$ cat src/rtl/btn_pkg.sv
// Shared types and elaboration helpers for the multi-channel button front end.
package btn_pkg;

    typedef enum logic [1:0] {
        IDLE    = 2'd0,
        PRESSED = 2'd1,
        HELD    = 2'd2
    } press_state_t;

    // Clocks per millisecond tick; CLK_HZ must be an exact multiple of 1000.
    function automatic int tick_div(input int clk_hz);
        return clk_hz / 1000;
    endfunction

    // Width needed to hold max_val, never narrower than one bit.
    function automatic int cnt_w(input int max_val);
        return (max_val < 1) ? 1 : $clog2(max_val + 1);
    endfunction

endpackage

$ cat src/rtl/btn_debounce_multi_if.sv
// Button pins and classified press events for N_BTN channels.
interface btn_debounce_multi_if #(
    parameter int N_BTN = 4
);
    logic [N_BTN-1:0] btn_raw;
    logic [N_BTN-1:0] level;
    logic [N_BTN-1:0] rise;
    logic [N_BTN-1:0] fall;
    logic [N_BTN-1:0] short_press;
    logic [N_BTN-1:0] long_press;
    logic [N_BTN-1:0] repeat_evt;

    modport master (
        output btn_raw,
        input  level, rise, fall, short_press, long_press, repeat_evt
    );

    modport slave (
        input  btn_raw,
        output level, rise, fall, short_press, long_press, repeat_evt
    );
endinterface

$ cat src/rtl/btn_channel.sv
// One button: 2-FF synchroniser, ms-based debouncer and short/long/repeat classifier.
module btn_channel
    import btn_pkg::*;
#(
    parameter int DEBOUNCE_MS = 5,
    parameter int LONG_MS     = 800,
    parameter int REPEAT_MS   = 200,
    parameter bit ACTIVE_LOW  = 1'b1
) (
    input  logic clk,
    input  logic rst,
    input  logic ms_tick,
    input  logic raw,
    output logic level,
    output logic rise,
    output logic fall,
    output logic short_press,
    output logic long_press,
    output logic repeat_evt
);

    localparam int DB_TERM  = DEBOUNCE_MS - 1;
    localparam int HOLD_TERM = LONG_MS - 1;
    localparam int REP_TERM = (REPEAT_MS > 0) ? REPEAT_MS - 1 : 0;
    localparam int DW = cnt_w(DB_TERM);
    localparam int HW = cnt_w(HOLD_TERM);
    localparam int RW = cnt_w(REP_TERM);

    logic          sync1;
    logic          sync2;
    logic [DW-1:0] db_cnt;
    logic          flip;
    logic          go_rise;
    logic          go_fall;

    press_state_t  state;
    press_state_t  state_nx;
    logic [HW-1:0] hold_cnt;
    logic [HW-1:0] hold_nx;
    logic [RW-1:0] rep_cnt;
    logic [RW-1:0] rep_nx;
    logic          short_nx;
    logic          long_nx;
    logic          repeat_nx;

    always_ff @(posedge clk) begin
        if (rst) begin
            sync1 <= 1'b0;
            sync2 <= 1'b0;
        end else begin
            sync1 <= ACTIVE_LOW ? ~raw : raw;
            sync2 <= sync1;
        end
    end

    // The level flips on the tick that completes DEBOUNCE_MS ticks of disagreement.
    assign flip    = ms_tick && (sync2 != level) && (db_cnt == DW'(DB_TERM));
    assign go_rise = flip && sync2;
    assign go_fall = flip && !sync2;

    always_ff @(posedge clk) begin
        if (rst) begin
            level  <= 1'b0;
            db_cnt <= '0;
            rise   <= 1'b0;
            fall   <= 1'b0;
        end else begin
            rise <= go_rise;
            fall <= go_fall;
            if (sync2 == level) begin
                db_cnt <= '0;
            end else if (ms_tick) begin
                if (flip) begin
                    level  <= sync2;
                    db_cnt <= '0;
                end else begin
                    db_cnt <= db_cnt + DW'(1);
                end
            end
        end
    end

    always_ff @(posedge clk) begin
        if (rst) begin
            state       <= IDLE;
            hold_cnt    <= '0;
            rep_cnt     <= '0;
            short_press <= 1'b0;
            long_press  <= 1'b0;
            repeat_evt  <= 1'b0;
        end else begin
            state       <= state_nx;
            hold_cnt    <= hold_nx;
            rep_cnt     <= rep_nx;
            short_press <= short_nx;
            long_press  <= long_nx;
            repeat_evt  <= repeat_nx;
        end
    end

    // A release always takes priority over a hold/repeat tick landing on the same edge.
    always_comb begin
        state_nx  = state;
        hold_nx   = hold_cnt;
        rep_nx    = rep_cnt;
        short_nx  = 1'b0;
        long_nx   = 1'b0;
        repeat_nx = 1'b0;
        case (state)
            IDLE: begin
                if (go_rise) begin
                    state_nx = PRESSED;
                    hold_nx  = '0;
                end
            end
            PRESSED: begin
                if (go_fall) begin
                    state_nx = IDLE;
                    short_nx = 1'b1;
                end else if (ms_tick) begin
                    if (hold_cnt == HW'(HOLD_TERM)) begin
                        long_nx  = 1'b1;
                        rep_nx   = '0;
                        state_nx = HELD;
                    end else begin
                        hold_nx = hold_cnt + HW'(1);
                    end
                end
            end
            HELD: begin
                if (go_fall) begin
                    state_nx = IDLE;
                end else if ((REPEAT_MS > 0) && ms_tick) begin
                    if (rep_cnt == RW'(REP_TERM)) begin
                        repeat_nx = 1'b1;
                        rep_nx    = '0;
                    end else begin
                        rep_nx = rep_cnt + RW'(1);
                    end
                end
            end
            default: begin
                state_nx = IDLE;
            end
        endcase
    end

endmodule

$ cat src/rtl/btn_debounce_multi.sv
// Multi-channel button front end: one shared millisecond prescaler feeding N_BTN
// independent btn_channel instances.
module btn_debounce_multi
    import btn_pkg::*;
#(
    parameter int CLK_HZ      = 50_000_000,
    parameter int N_BTN       = 4,
    parameter int DEBOUNCE_MS = 5,
    parameter int LONG_MS     = 800,
    parameter int REPEAT_MS   = 200,
    parameter bit ACTIVE_LOW  = 1'b1
) (
    input  logic              clk,
    input  logic              rst,
    btn_debounce_multi_if.slave bus
);

    localparam int DIV = tick_div(CLK_HZ);
    localparam int PW  = cnt_w(DIV - 1);

    logic [PW-1:0]    pre_cnt;
    logic             ms_tick;
    logic [N_BTN-1:0] level;
    logic [N_BTN-1:0] rise;
    logic [N_BTN-1:0] fall;
    logic [N_BTN-1:0] short_press;
    logic [N_BTN-1:0] long_press;
    logic [N_BTN-1:0] repeat_evt;

    always_ff @(posedge clk) begin
        if (rst) begin
            pre_cnt <= '0;
        end else if (pre_cnt == PW'(DIV - 1)) begin
            pre_cnt <= '0;
        end else begin
            pre_cnt <= pre_cnt + PW'(1);
        end
    end

    assign ms_tick = (pre_cnt == PW'(DIV - 1));

    for (genvar i = 0; i < N_BTN; i++) begin : g_ch
        btn_channel #(
            .DEBOUNCE_MS (DEBOUNCE_MS),
            .LONG_MS     (LONG_MS),
            .REPEAT_MS   (REPEAT_MS),
            .ACTIVE_LOW  (ACTIVE_LOW)
        ) u_ch (
            .clk         (clk),
            .rst         (rst),
            .ms_tick     (ms_tick),
            .raw         (bus.btn_raw[i]),
            .level       (level[i]),
            .rise        (rise[i]),
            .fall        (fall[i]),
            .short_press (short_press[i]),
            .long_press  (long_press[i]),
            .repeat_evt  (repeat_evt[i])
        );
    end

    assign bus.level       = level;
    assign bus.rise        = rise;
    assign bus.fall        = fall;
    assign bus.short_press = short_press;
    assign bus.long_press  = long_press;
    assign bus.repeat_evt  = repeat_evt;

endmodule

$ cat src/flat_wrapper.sv
// flat-port wrapper written by rule: the top's interface ports become plain ports
module btn_debounce_multi_flat import btn_pkg::*;
#(
    parameter int CLK_HZ      = 50_000_000,
    parameter int N_BTN       = 4,
    parameter int DEBOUNCE_MS = 5,
    parameter int LONG_MS     = 800,
    parameter int REPEAT_MS   = 200,
    parameter bit ACTIVE_LOW  = 1'b1
)
  (clk, rst, bus_btn_raw, bus_level, bus_rise, bus_fall, bus_short_press, bus_long_press, bus_repeat_evt);
  btn_debounce_multi_if #(.N_BTN(N_BTN)) bus_i ();
  input  logic clk;
  input  logic rst;
  input wire logic [$bits(bus_i.btn_raw)-1:0] bus_btn_raw;
  output wire logic [$bits(bus_i.level)-1:0] bus_level;
  output wire logic [$bits(bus_i.rise)-1:0] bus_rise;
  output wire logic [$bits(bus_i.fall)-1:0] bus_fall;
  output wire logic [$bits(bus_i.short_press)-1:0] bus_short_press;
  output wire logic [$bits(bus_i.long_press)-1:0] bus_long_press;
  output wire logic [$bits(bus_i.repeat_evt)-1:0] bus_repeat_evt;
  assign bus_i.btn_raw = bus_btn_raw;
  assign bus_level = bus_i.level;
  assign bus_rise = bus_i.rise;
  assign bus_fall = bus_i.fall;
  assign bus_short_press = bus_i.short_press;
  assign bus_long_press = bus_i.long_press;
  assign bus_repeat_evt = bus_i.repeat_evt;
  btn_debounce_multi #(.CLK_HZ(CLK_HZ), .N_BTN(N_BTN), .DEBOUNCE_MS(DEBOUNCE_MS), .LONG_MS(LONG_MS), .REPEAT_MS(REPEAT_MS), .ACTIVE_LOW(ACTIVE_LOW)) u_core (.clk(clk), .rst(rst), .bus(bus_i));
endmodule
$ cat config.mk
export PLATFORM = sky130hd
export DESIGN_NAME = btn_debounce_multi_flat
export DESIGN_NICKNAME = d
export VERILOG_FILES = /design/src/rtl/btn_pkg.sv /design/src/rtl/btn_debounce_multi_if.sv /design/src/rtl/btn_channel.sv /design/src/rtl/btn_debounce_multi.sv /design/src/flat_wrapper.sv
export SDC_FILE = /design/constraint.sdc
export NUM_CORES = 1
export LEC_CHECK = 0
export ABC_CLOCK_PERIOD_IN_PS = 6250
export CORE_ASPECT_RATIO = 0.7
export CORE_UTILIZATION = 65
export DETAILED_ROUTE_END_ITERATION = 7
export PLACE_DENSITY = 0.85
export SYNTH_ARGS = -nofsm -noshare
export SYNTH_HDL_FRONTEND = slang
export SYNTH_SLANG_ARGS = --single-unit
$ cat constraint.sdc
create_clock -name clk -period 6.25 [get_ports clk]
set_input_delay 1.875 -clock clk [delete_from_list [all_inputs] [get_ports clk]]
set_output_delay 1.875 -clock clk [all_outputs]
set_load 0.01 [all_outputs]
Word level (Yosys, flattened, before mapping)
Index checks and enable logic that the tools add are counted.
{"block": "totals", "out_inout_bits": 24, "input_bits": 6, "regBits": 140, "wordCells": 301}
{"block": "op_classes", "mux": 88, "eq_ne": 69, "n_bitwise": 17, "addsub": 13, "reduce_logical": 65}
{"operator": "8-bit 2-to-1 mux", "count": 24}
{"operator": "10-bit 2-to-1 mux", "count": 16}
{"operator": "10-bit case mux with 2 select lines", "count": 4}
{"operator": "8-bit case mux with 2 select lines", "count": 4}
{"operator": "2-bit != test (second input constant)", "count": 26}
{"operator": "10-bit by 1-bit adder with 10-bit output (second input constant)", "count": 4}
{"operator": "10-bit == test (second input constant)", "count": 4}
{"operator": "2-bit 2-to-1 mux", "count": 20}
{"operator": "8-bit by 1-bit adder with 8-bit output (second input constant)", "count": 4}
{"operator": "8-bit == test (second input constant)", "count": 4}
{"operator": "4-bit OR reduction", "count": 8}
{"operator": "2-bit case mux with 3 select lines", "count": 4}
{"operator": "6-bit AND reduction", "count": 4}
{"operator": "5-bit AND reduction", "count": 4}
{"operator": "2-bit OR reduction", "count": 9}
{"operator": "1-bit inverter", "count": 17}
{"operator": "16-bit by 1-bit adder with 16-bit output (second input constant)", "count": 1}
{"operator": "16-bit == test (second input constant)", "count": 1}
{"operator": "1-bit logical AND", "count": 16}
{"operator": "4-bit AND reduction", "count": 4}
{"operator": "2-bit nonzero test", "count": 8}
{"operator": "3-bit != test (second input constant)", "count": 5}
{"operator": "3-bit by 1-bit adder with 3-bit output (second input constant)", "count": 4}
{"operator": "3-bit == test (second input constant)", "count": 4}
{"operator": "other kinds (11)", "count": 53}

Depth between registers and ports, before layout
Gate-level depths: netlist of the first run.
{"block": "depth", "depth_word": 6, "mapped_depth": 8, "depth_no_buf": 7}

Modules after synthesis
From an unflattened synthesis of the first run, not the netlist that was laid out.
{"block": "unflattened", "cells_unflattened": 768, "hier_area_um2": 6653.9}
{"module": "btn_channel", "instances": 4, "cells_per_inst": 172, "seq_area_each_um2": 620.6, "area_each_um2": 1483.9}
{"module": "btn_debounce_multi", "instances": 1, "cells_per_inst": 80, "seq_area_each_um2": 320.3, "area_each_um2": 718.2}

Least setup slack after synthesis of the first run
Ideal clock, no wire load.
{"block": "synth_path", "kind": "in2reg", "start": "input port rst", "end": "register u_core.g_ch[0].u_ch.sync1", "setup_ps": 128, "required_time_ps": 6122, "n_path_buf": 3, "setup_slack_ps": 3394, "stages": 4, "t_arrival_ps": 2729, "cell_sequence": "clkbuf_1 clkbuf_1 buf_1 nor2_1"}
{"element": "from (decl)", "line": "flat_wrapper.sv:14", "text": "input logic rst;"}
{"element": "to (signal assigned)", "line": "btn_channel.sv:51", "text": "sync1 <= ACTIVE_LOW ? ~raw : raw;"}
{"element": "to (decl)", "line": "btn_channel.sv:29", "text": "logic sync1;"}
No word-level cell between the ends.

Worst setup path after layout of the first run
{"block": "layout_path", "start": "register u_core.g_ch[0].u_ch.level", "end": "output port bus_level[0]"}
{"element": "from (decl)", "line": "btn_channel.sv:14", "text": "output logic level,"}
{"element": "from (signal assigned)", "line": "btn_channel.sv:74", "text": "level <= sync2;"}
{"element": "to (decl)", "line": "flat_wrapper.sv:16", "text": "output wire logic [$bits(bus_i.level)-1:0] bus_level;"}
No word-level cell between the ends.

==> impl_metrics.tcl, run 1 <==
set metrics [dict create \
    fin_skew_ps 8.53 \
    ios 30 \
    p_total_uw 1950 \
    crit_fanout 8 \
    num_vias 5960 \
    die-area_sq_mm 0.0107 \
    worstHoldStart "u_core.g_ch[1].u_ch.sync1" \
    stdcell_count 933 \
    rows 30 \
    clk_latency_ps 420 \
    crit_slowest_cell "clkdlybuf4s50_1" \
    cts_resized 0 \
    ys_dominant_reg_cell "dfxtp_1" \
    crit_chain "clkdlybuf4s50_1" \
    yosys_warnings 0 \
    status "complete, no violations" \
    synthCells 799 \
    post-route-period-util_pct 54.1 \
    coreArea_sq_mm 0.00987 \
    cts_tree "built" \
    layout-drive-gt1-share_pct 5.84 \
    htree_levels 4 \
    whs_endpoint "u_core.g_ch[1].u_ch.sync2" \
    crit_buf_inv 1 \
    timing.rr.start "u_core.pre_cnt[5]" \
    min_path_type "flop to flop" \
    end_kind "primary output" \
    fmax_mhz 296 \
    dr.pass1.iters 6 \
    synth.cell_area_sq_mm 0.00671 \
    final_nets 818 \
    grt_max_degree 50 \
    wl_per_cell_um 16.4 \
    synth.distinct_cells 59 \
    totalNegativeSetupSlack_ps 0 \
    maxSlewViolCount 0 \
    fin_util_pct 75.7 \
    r2r_slack_ps 3060 \
    grt_pass1_wl_mm 25.5 \
    startpoint_type "flop" \
    clkSlewWorstSetupHoldPaths_ps 60 \
    first_iter_violations 605 \
    drv_cap 0 \
    syn_avg_cell_area_sq_um 8.40 \
    dp_cells 904 \
    slew_headroom_pct 38.2 \
    routabilityCongestion 0.865 \
    cpPeakStageDelay_ps 600 \
    hold_buffers 0 \
    initial_core_util_pct 67.9 \
    power.leakage_uw 0.00248 \
    reg2reg_to "u_core.g_ch[1].u_ch.hold_cnt[5]" \
    setup_viol 0 \
    cellPowerDensity_mw_per_mm2 261 \
    die_h_um 87.0 \
    reg2regPathDepth 5 \
    synthesis.nets 822 \
    seq_area_frac_synth_pct 41.8 \
    hold_depth 1 \
    rsz0062_at_grt "no" \
    synth_edf_count 0 \
    grt_pass1_vias 5558 \
    max-vdd-ir-drop_v 0.000211 \
    dp_hpwl_mm 9.77 \
    place_ws_ps 2480 \
    finalWorstSetupSlack_ps 2870 \
    post-cts-setup-buffers 0 \
    cp.required_ps 4380 \
    ant_nets 0 \
    wl_mm 15.3 \
    avgViaCountPerCell 6.39 \
    worst-setup-path-type "flop to primary output" \
    cp.arrival_ps 1510 \
    antennaDiodeCount 0 \
    cts_sinks 140 \
    postSynthRegisterBits 140 \
    worst-slew-pin-transition_ps 927 \
    track_usage_pct 30.2 \
    hold_viol 0 \
    die-width_um 123 \
    area_delta_synth_final_pct 11.5 \
    cts_buffer_depth 2 \
    fin_crit_ps 3380 \
    antenna_found_initial 0 \
    fill_cells 695 \
    io_buffers 29 \
    root_buffer "clkbuf_16" \
    synth-async-reset-ratio_pct 0 \
    path_delay_family "buffers and inverters" \
    route.detailed.drc 0 \
    cts_buffers 17 \
    overflow 0 \
]
state kept, by name (all words and copies together), names as in the netlist:
register	cells
u_core.g_ch.u_ch.hold_cnt	40
u_core.g_ch.u_ch.fall	4
u_core.g_ch.u_ch.db_cnt	12
u_core.g_ch.u_ch.state	8
u_core.g_ch.u_ch.short_press	4
u_core.pre_cnt	16
u_core.g_ch.u_ch.rep_cnt	32
u_core.g_ch.u_ch.sync2	4
u_core.g_ch.u_ch.repeat_evt	4
u_core.g_ch.u_ch.long_press	4
u_core.g_ch.u_ch.level	4
u_core.g_ch.u_ch.sync1	4
u_core.g_ch.u_ch.rise	4
report_power, final:
group,switching (uW),total [uW],internal (uW)
registers,4.35,902,897
clock network,365,1010,647
logic,22.7,34.9,12.2
total,392,1950,1560
per-layer routing:
metal	vias to the layer above	GRT usage [%]	share of wire, %
met1	2839	37.8	46
li1	2868	-	-
met3	29	6.28	5.6
met2	224	50.6	47
met4	0	12.6	1.6
met5	-	0	0
kinds of logic after synthesis:
group | Yosys count | share of synthesized area [%]
muxes | 4 | 0.616
AOI/OAI and AO/OA | 151 | 14.3
and+or+nand+nor | 375 | 29.8
DFF | 140 | 41.8
buffers and inverters | 77 | 5.69
adders and majority gates | 17 | 3.17
xor gates and xnor gates | 35 | 4.57
worst max-delay path by stage:
stage	startpoint	end	slack, ps	depth (start not counted)
final	u_core.g_ch[0].u_ch.level	bus_level[0]	2870	1
after global routing	rst	u_core.pre_cnt[13]	2690	4
after CTS	u_core.g_ch[0].u_ch.level	bus_level[0]	2870	1
after detailed placement	rst	u_core.pre_cnt[15]	2480	4
after floorplan	rst	u_core.g_ch[0].u_ch.sync1	3390	4
after global placement	rst	u_core.pre_cnt[13]	2560	4
metrics by stage:
step / area (sq um) / hold slack [ps]
detailed placement: 6890 / 430
floorplan: 6710 / 414
global placement: 6890 / 421
finish: 7480 / 438
global route: 7480 / 463
CTS: 7480 / 442
placed cells by master, fill, tap and decap left out, types with 8 or more instances in the layout:
cell and n:
xnor2_1 19, nand3_1 39, nand2b_1 18, a21oi_1 47
a31oi_1 15, o21ai_0 36, nand2_1 66, nor4_1 18
inv_1 21, nor3_1 32, nand4_1 22, or3_1 9
clkdlybuf4s50_1 28, nor2_1 89, dfxtp_1 140, nor2b_1 13
xor2_1 16, and3_1 14, nand4b_1 8, or4_1 9
clkbuf_16 17, ha_1 17, and4_1 8
Yosys cell counts (15+ instances only):
cell type,n,area (sq um)
nand3_1,39,195
a21oi_1,47,235
nand2_1,66,248
nor4_1,18,113
buf_4,24,180
clkbuf_1,28,105
o21ai_0,36,180
xnor2_1,19,166
ha_1,17,213
nand2b_1,18,113
nor3_1,32,160
nand4_1,22,138
dfxtp_1,140,2800
nor2_1,89,334
inv_1,21,78.8
a31oi_1,15,93.8
xor2_1,16,140
area by class of cell:
class                      instances  area [sq um]  area share [%]
timing repair buffer              33           315            4.22
multi-input combinational        582          3530            47.3
tap                              128           160            2.14
inverter                          21          78.8            1.05
clock buffer                      20           467            6.24
clock inverter                     9           120            1.61
sequential                       140          2800            37.5
Note: power is estimated with default switching activity, not from simulation.
==> inputs of run 2 (changes only) <==
--- a/config.mk
+++ b/config.mk
@@ -5,11 +5,11 @@
 export SDC_FILE = /design/constraint.sdc
 export NUM_CORES = 1
 export LEC_CHECK = 0
-export ABC_CLOCK_PERIOD_IN_PS = 6250
+export ABC_CLOCK_PERIOD_IN_PS = 2800
 export CORE_ASPECT_RATIO = 0.7
-export CORE_UTILIZATION = 65
+export CORE_UTILIZATION = 55
 export DETAILED_ROUTE_END_ITERATION = 7
-export PLACE_DENSITY = 0.85
+export PLACE_DENSITY = 0.76
 export SYNTH_ARGS = -nofsm -noshare
 export SYNTH_HDL_FRONTEND = slang
 export SYNTH_SLANG_ARGS = --single-unit
==> constraint.sdc (replaced) <==
create_clock -name clk -period 2.8 [get_ports clk]
set_input_delay 0.84 -clock clk [delete_from_list [all_inputs] [get_ports clk]]
set_output_delay 0.84 -clock clk [all_outputs]
set_load 0.01 [all_outputs]
==> impl_metrics.tcl, run 2 (synthesis results as in run 1) <==
set metrics [dict create \
    cellPowerDensity_mw_per_mm2 590 \
    area_delta_synth_final_pct 15.2 \
    crit_fanout 5 \
    hold_depth 1 \
    grt_max_degree 56 \
    p_comb_share_pct 1.8 \
    cts_sinks 140 \
    layout-drive-gt1-share_pct 7.65 \
    fin_skew_ps 8.07 \
    design_area_sq_mm 0.00773 \
    startpoint_type "flop" \
    worstHoldStart "u_core.g_ch[3].u_ch.sync1" \
    fmax_mhz 373 \
    hold_buffers 0 \
    die-width_um 134 \
    cts_tree "built" \
    setup_viol 0 \
    place_ws_ps 130 \
    avgViaCountPerCell 6.04 \
    totalNegativeSetupSlack_ps 0 \
    max-vdd-ir-drop_v 0.000514 \
    p_seq_share_pct 44.2 \
    rsz0062_at_grt "no" \
    cp.required_ps 3140 \
    coreArea_sq_mm 0.0118 \
    p_int_uw 3690 \
    slew_headroom_pct 37.5 \
    post-route-period-util_pct 95.7 \
    largest_register_ffs 40 \
    rows 33 \
    clk_latency_ps 410 \
    worst-slew-pin-transition_ps 935 \
    whs_endpoint "u_core.g_ch[3].u_ch.sync2" \
    path_delay_family "simple AND/OR/NAND/NOR gates" \
    reg_top3 "u_core.g_ch.u_ch.hold_cnt: 40 flops, u_core.g_ch.u_ch.rep_cnt: 32 flops, u_core.pre_cnt: 16 flops" \
    layout_common_cells "dfxtp_1, nor2_1, nand2_1, a21oi_1, nand3_1" \
    fin_crit_ps 2680 \
    worst-setup-path-type "flop to flop" \
    htree_levels 4 \
    root_buffer "clkbuf_16" \
    power.leakage_uw 0.00259 \
    grt_pass1_wl_mm 24.9 \
    antenna_found_initial 0 \
    crit_slowest_cell "or4_4" \
    end_kind "flop" \
    antennaDiodeCount 0 \
    wl_mm 14.8 \
    die-area_sq_mm 0.0126 \
    initial_core_util_pct 56.8 \
    placed_cell_area_sq_mm 0.00706 \
    status "complete, no violations" \
    cts_buffers 17 \
    cp.arrival_ps 3020 \
    clkSlewWorstSetupHoldPaths_ps 60 \
    cts_buffer_depth 2 \
    fin_util_pct 65.4 \
    track_usage_pct 24.6 \
    crit_buf_inv 0 \
    dr.pass1.iters 5 \
    hold_viol 0 \
    min_path_type "flop to flop" \
    layout_commonest_cell "dfxtp_1" \
    cpMostUsedCell "or4_4" \
    io_buffers 29 \
    timing.rr.start "u_core.pre_cnt[4]" \
    final_nets 833 \
    reg2reg_to "u_core.g_ch[2].u_ch.hold_cnt[8]" \
    grt_pass1_vias 5306 \
    switching_share_pct 19.0 \
    net-switching-power_uw 865 \
    r2r_slack_ps 120 \
    drv_cap 0 \
    die_h_um 94.4 \
    route.detailed.drc 0 \
    crit_chain "or4_4, or4_4, or4_4, or4_1, a21oi_1" \
    maxSlewViolCount 0 \
    cpPeakStageDelay_ps 590 \
    first_iter_violations 440 \
    wl_per_cell_um 15.1 \
    ios 30 \
    finalWorstSetupSlack_ps 120 \
    overflow 0 \
    num_vias 5916 \
    p_clk_share_pct 54.0 \
    routabilityCongestion 0.901 \
    dp_hpwl_mm 9.98 \
    ant_nets 0 \
    reg2regPathDepth 5 \
    largest-register "u_core.g_ch.u_ch.hold_cnt" \
]
-- run 2: cell count changes in the layout (fill, tap and decap cells not counted), sizes merged --
cell	change
buf	+15
clkbuf	+7
clkinv	-5
bufinv	+1
-- run 2: repair_timing --
item | in CTS | in global routing
endpoints found under the setup margin | 0 | 1
buffers inserted | 0 | 0
resized for setup | 0 | 1
-- run 2: layer usage --
layer	vias to the layer above	global-route usage (%)	wire length (um)
met5	-	0	0
met4	0	10.9	276
met3	25	5.37	751
met2	196	38.8	6710
met1	2784	32.4	7070
li1	2911	-	-
-- run 2: layout make-up --
class | instances | area, sq um
sequential | 140 | 2800
fill | 964 | 4080
timing repair buffer | 48 | 453
clock buffer | 27 | 533
clock inverter | 5 | 125
inverter | 21 | 78.8
tap | 157 | 196
multi-input combinational | 582 | 3540
-- run 2: power groups by stage --
stage          clock network [uW]  registers (uW)  logic, uW
2_1_floorplan                   0            2050       59.9
3_3_place_gp                    0            2050       78.3
6_report                     2460            2010       82.0
3_5_place_dp                    0            2060       81.3
4_1_cts                      2490            2010       82.2
5_1_grt                      2590            2010       90.8
-- run 2: worst max-delay path by stage --
stage / to / cells past startpoint / slack [ps] / startpoint
global placement: u_core.g_ch[2].u_ch.hold_cnt[8] / 5 / 150 / u_core.pre_cnt[4]
detailed placement: u_core.g_ch[2].u_ch.hold_cnt[8] / 5 / 130 / u_core.pre_cnt[4]
global route: u_core.g_ch[0].u_ch.hold_cnt[9] / 7 / 7 / u_core.pre_cnt[4]
finish: u_core.g_ch[2].u_ch.hold_cnt[8] / 5 / 120 / u_core.pre_cnt[4]
floorplan: u_core.g_ch[1].u_ch.hold_cnt[5] / 6 / 200 / u_core.pre_cnt[5]
CTS: u_core.g_ch[2].u_ch.hold_cnt[8] / 5 / 120 / u_core.pre_cnt[4]
-- run 2: stage by stage --
step / cells / power, uW / hold slack [ps]
2_1_floorplan: 799 / 2110 / 414
3_3_place_gp: 948 / 2130 / 423
3_5_place_dp: 948 / 2140 / 435
4_1_cts: 980 / 4590 / 445
5_1_grt: 980 / 4690 / 464
6_report: 980 / 4560 / 432
==> inputs of run 3 (changes only) <==
--- a/config.mk
+++ b/config.mk
@@ -5,11 +5,12 @@
 export SDC_FILE = /design/constraint.sdc
 export NUM_CORES = 1
 export LEC_CHECK = 0
-export ABC_CLOCK_PERIOD_IN_PS = 2800
+export ABC_AREA = 1
+export ABC_CLOCK_PERIOD_IN_PS = 2600
 export CORE_ASPECT_RATIO = 0.7
-export CORE_UTILIZATION = 55
+export CORE_UTILIZATION = 61
 export DETAILED_ROUTE_END_ITERATION = 7
-export PLACE_DENSITY = 0.76
+export PLACE_DENSITY = 0.8
 export SYNTH_ARGS = -nofsm -noshare
 export SYNTH_HDL_FRONTEND = slang
 export SYNTH_SLANG_ARGS = --single-unit
==> constraint.sdc (replaced) <==
create_clock -name clk -period 2.6 [get_ports clk]
set_input_delay 0.78 -clock clk [delete_from_list [all_inputs] [get_ports clk]]
set_output_delay 0.78 -clock clk [all_outputs]
set_load 0.01 [all_outputs]
==> impl_metrics.tcl, run 3 <==
set metrics [dict create \
    synth_area_leaders "dfxtp_1, nand2_1, nor2_1" \
    yosysTopAreaCellShare_pct 37.7 \
    overflow 0 \
    final_nets 1157 \
    track_usage_pct 27.0 \
    wl_per_cell_um 12.4 \
    layout-drive-gt1-share_pct 7.32 \
    p_int_uw 3800 \
    status "complete, no violations" \
    die-area_sq_mm 0.0126 \
    dp_hpwl_mm 11.1 \
    synth.distinct_cells 43 \
    startpoint_type "flop" \
    route.detailed.drc 0 \
    synthesis.nets 1145 \
    worst-slew-pin-transition_ps 541 \
    grt_pass1_wl_mm 27.3 \
    fin_skew_ps 12.0 \
    cts_resized 0 \
    setup_viol 0 \
    synth-async-reset-ratio_pct 0 \
    synthCells 1122 \
    worst-setup-path-type "flop to flop" \
    post-cts-setup-buffers 0 \
    cts_sinks 140 \
    yosysMostFrequentCell "nand2_1" \
    cts_buffers 17 \
    layout_common_cells "nand2_1, nor2_1, inv_1, dfxtp_1, nand3_1" \
    ys_dominant_reg_cell "dfxtp_1" \
    root_buffer "clkbuf_16" \
    cp.arrival_ps 2590 \
    power.leakage_uw 0.00348 \
    htree_levels 4 \
    clk_latency_ps 430 \
    cts_buffer_depth 2 \
    worst_hold_slack_ps 405 \
    avgViaCountPerCell 5.25 \
    seq_area_frac_synth_pct 37.7 \
    p_clk_share_pct 47.8 \
    yosys.area.top_type "dfxtp_1" \
    synth_commonest_cells "nand2_1, nor2_1, inv_1" \
    syn_avg_cell_area_sq_um 6.63 \
    synth.cell_area_sq_mm 0.00743 \
    maxSlewViolCount 0 \
    antennaDiodeCount 0 \
    die_h_um 94.4 \
    p_comb_share_pct 8.7 \
    ios 30 \
    p_seq_share_pct 43.5 \
    stdcell_count 1304 \
    num_vias 6841 \
    yosys_warnings 0 \
    max-vdd-ir-drop_v 0.000479 \
    totalNegativeSetupSlack_ps 0 \
    rows 33 \
    hold_viol 0 \
    fin_crit_ps 2270 \
    end_kind "flop" \
    cp.required_ps 2920 \
    grt_max_degree 41 \
    wl_mm 16.1 \
    rsz0062_at_grt "no" \
    fmax_mhz 440 \
    grt_pass1_vias 5996 \
    crit_fanout 27 \
    net-switching-power_uw 1360 \
    io_buffers 29 \
    cts_tree "built" \
    clkSlewWorstSetupHoldPaths_ps 60 \
    postSynthRegisterBits 140 \
    layout_commonest_cell "nand2_1" \
    ant_nets 0 \
    largest_register_ffs 40 \
    dr.pass1.iters 5 \
    cellPowerDensity_mw_per_mm2 622 \
    first_iter_violations 539 \
    coreArea_sq_mm 0.0118 \
    synth_edf_count 0 \
    hold_buffers 0 \
    initial_core_util_pct 63.0 \
    antenna_found_initial 0 \
    routabilityCongestion 0.924 \
    drv_cap 0 \
    reg_top3 "u_core.g_ch.u_ch.hold_cnt: 40 flops, u_core.g_ch.u_ch.rep_cnt: 32 flops, u_core.pre_cnt: 16 flops" \
    post-route-period-util_pct 87.4 \
    min_path_type "flop to flop" \
    switching_share_pct 26.4 \
    area_delta_synth_final_pct 11.6 \
    die-width_um 134 \
    largest-register "u_core.g_ch.u_ch.hold_cnt" \
    dp_cells 1272 \
    slew_headroom_pct 63.9 \
]
run 3: cell count changes after synthesis, sizes merged, moves of 18 or more:
cell,change
nor2,+135
nand2,+182
inv,+128
nand2b,-18
clkbuf,-18
nand3,+46
run 3: layout make-up:
type	instances	area (sq um)
clock buffer	17	425
clock inverter	15	175
fill	1010	3510
inverter	150	563
multi-input combinational	787	3770
sequential	140	2800
tap	157	196
timing repair buffer	38	365
run 3: per-layer routing:
metal  up-vias  track usage, %  routed length (um)
met2       238            40.8                6670
met3        24            5.90                1100
met1      2975            38.0                8130
li1       3604               -                   -
met4         0            9.09                 216
met5         -               0                   0
run 3: through the flow:
step / setup slack (ps) / util, % / total power [uW] / instance area, sq um
6_report: 329 / 70.2 / 5160 / 8300
3_3_place_gp: 505 / 65.2 / 2730 / 7690
3_5_place_dp: 384 / 65.2 / 2740 / 7690
5_1_grt: 102 / 70.2 / 5380 / 8300
4_1_cts: 360 / 70.2 / 5190 / 8300
2_1_floorplan: 864 / - / 2660 / 7430
run 3: worst paths after layout:
check,slack [ps],depth (start not counted),from,to
min,400,2,u_core.g_ch[3].u_ch.sync1,u_core.g_ch[3].u_ch.sync2
min reg2reg,400,2,u_core.g_ch[3].u_ch.sync1,u_core.g_ch[3].u_ch.sync2
max reg2reg,330,12,u_core.pre_cnt[0],u_core.g_ch[3].u_ch.hold_cnt[3]
max,330,12,u_core.pre_cnt[0],u_core.g_ch[3].u_ch.hold_cnt[3]
run 3: critical path, stage by stage (launching register included):
cell and delay, ps:
dfxtp_1 350, ha_1 190, nand3_1 180, inv_2 100
nand2_1 120, nor2_8 370, nand3_2 180, nand2_2 140
nand2_2 120, nand2_2 190, inv_1 80, nor2_1 90
nor2_1 50
run 3: kinds of logic after synthesis:
group / after synthesis / synth area share (%)
buf+inv: 195 / 11.6
fa+ha+maj: 17 / 2.86
xor+xnor: 11 / 1.30
flops: 140 / 37.7
simple gates: 640 / 37.9
compound gates: 119 / 8.63
run 3: power by group through the flow:
stage / Clock [uW] / Sequential (uW) / Combinational, uW
after global routing: 2600 / 2250 / 529
final: 2470 / 2240 / 451
after CTS: 2490 / 2240 / 451
after global placement: 0 / 2290 / 445
after detailed placement: 0 / 2290 / 449
after floorplan: 0 / 2280 / 376
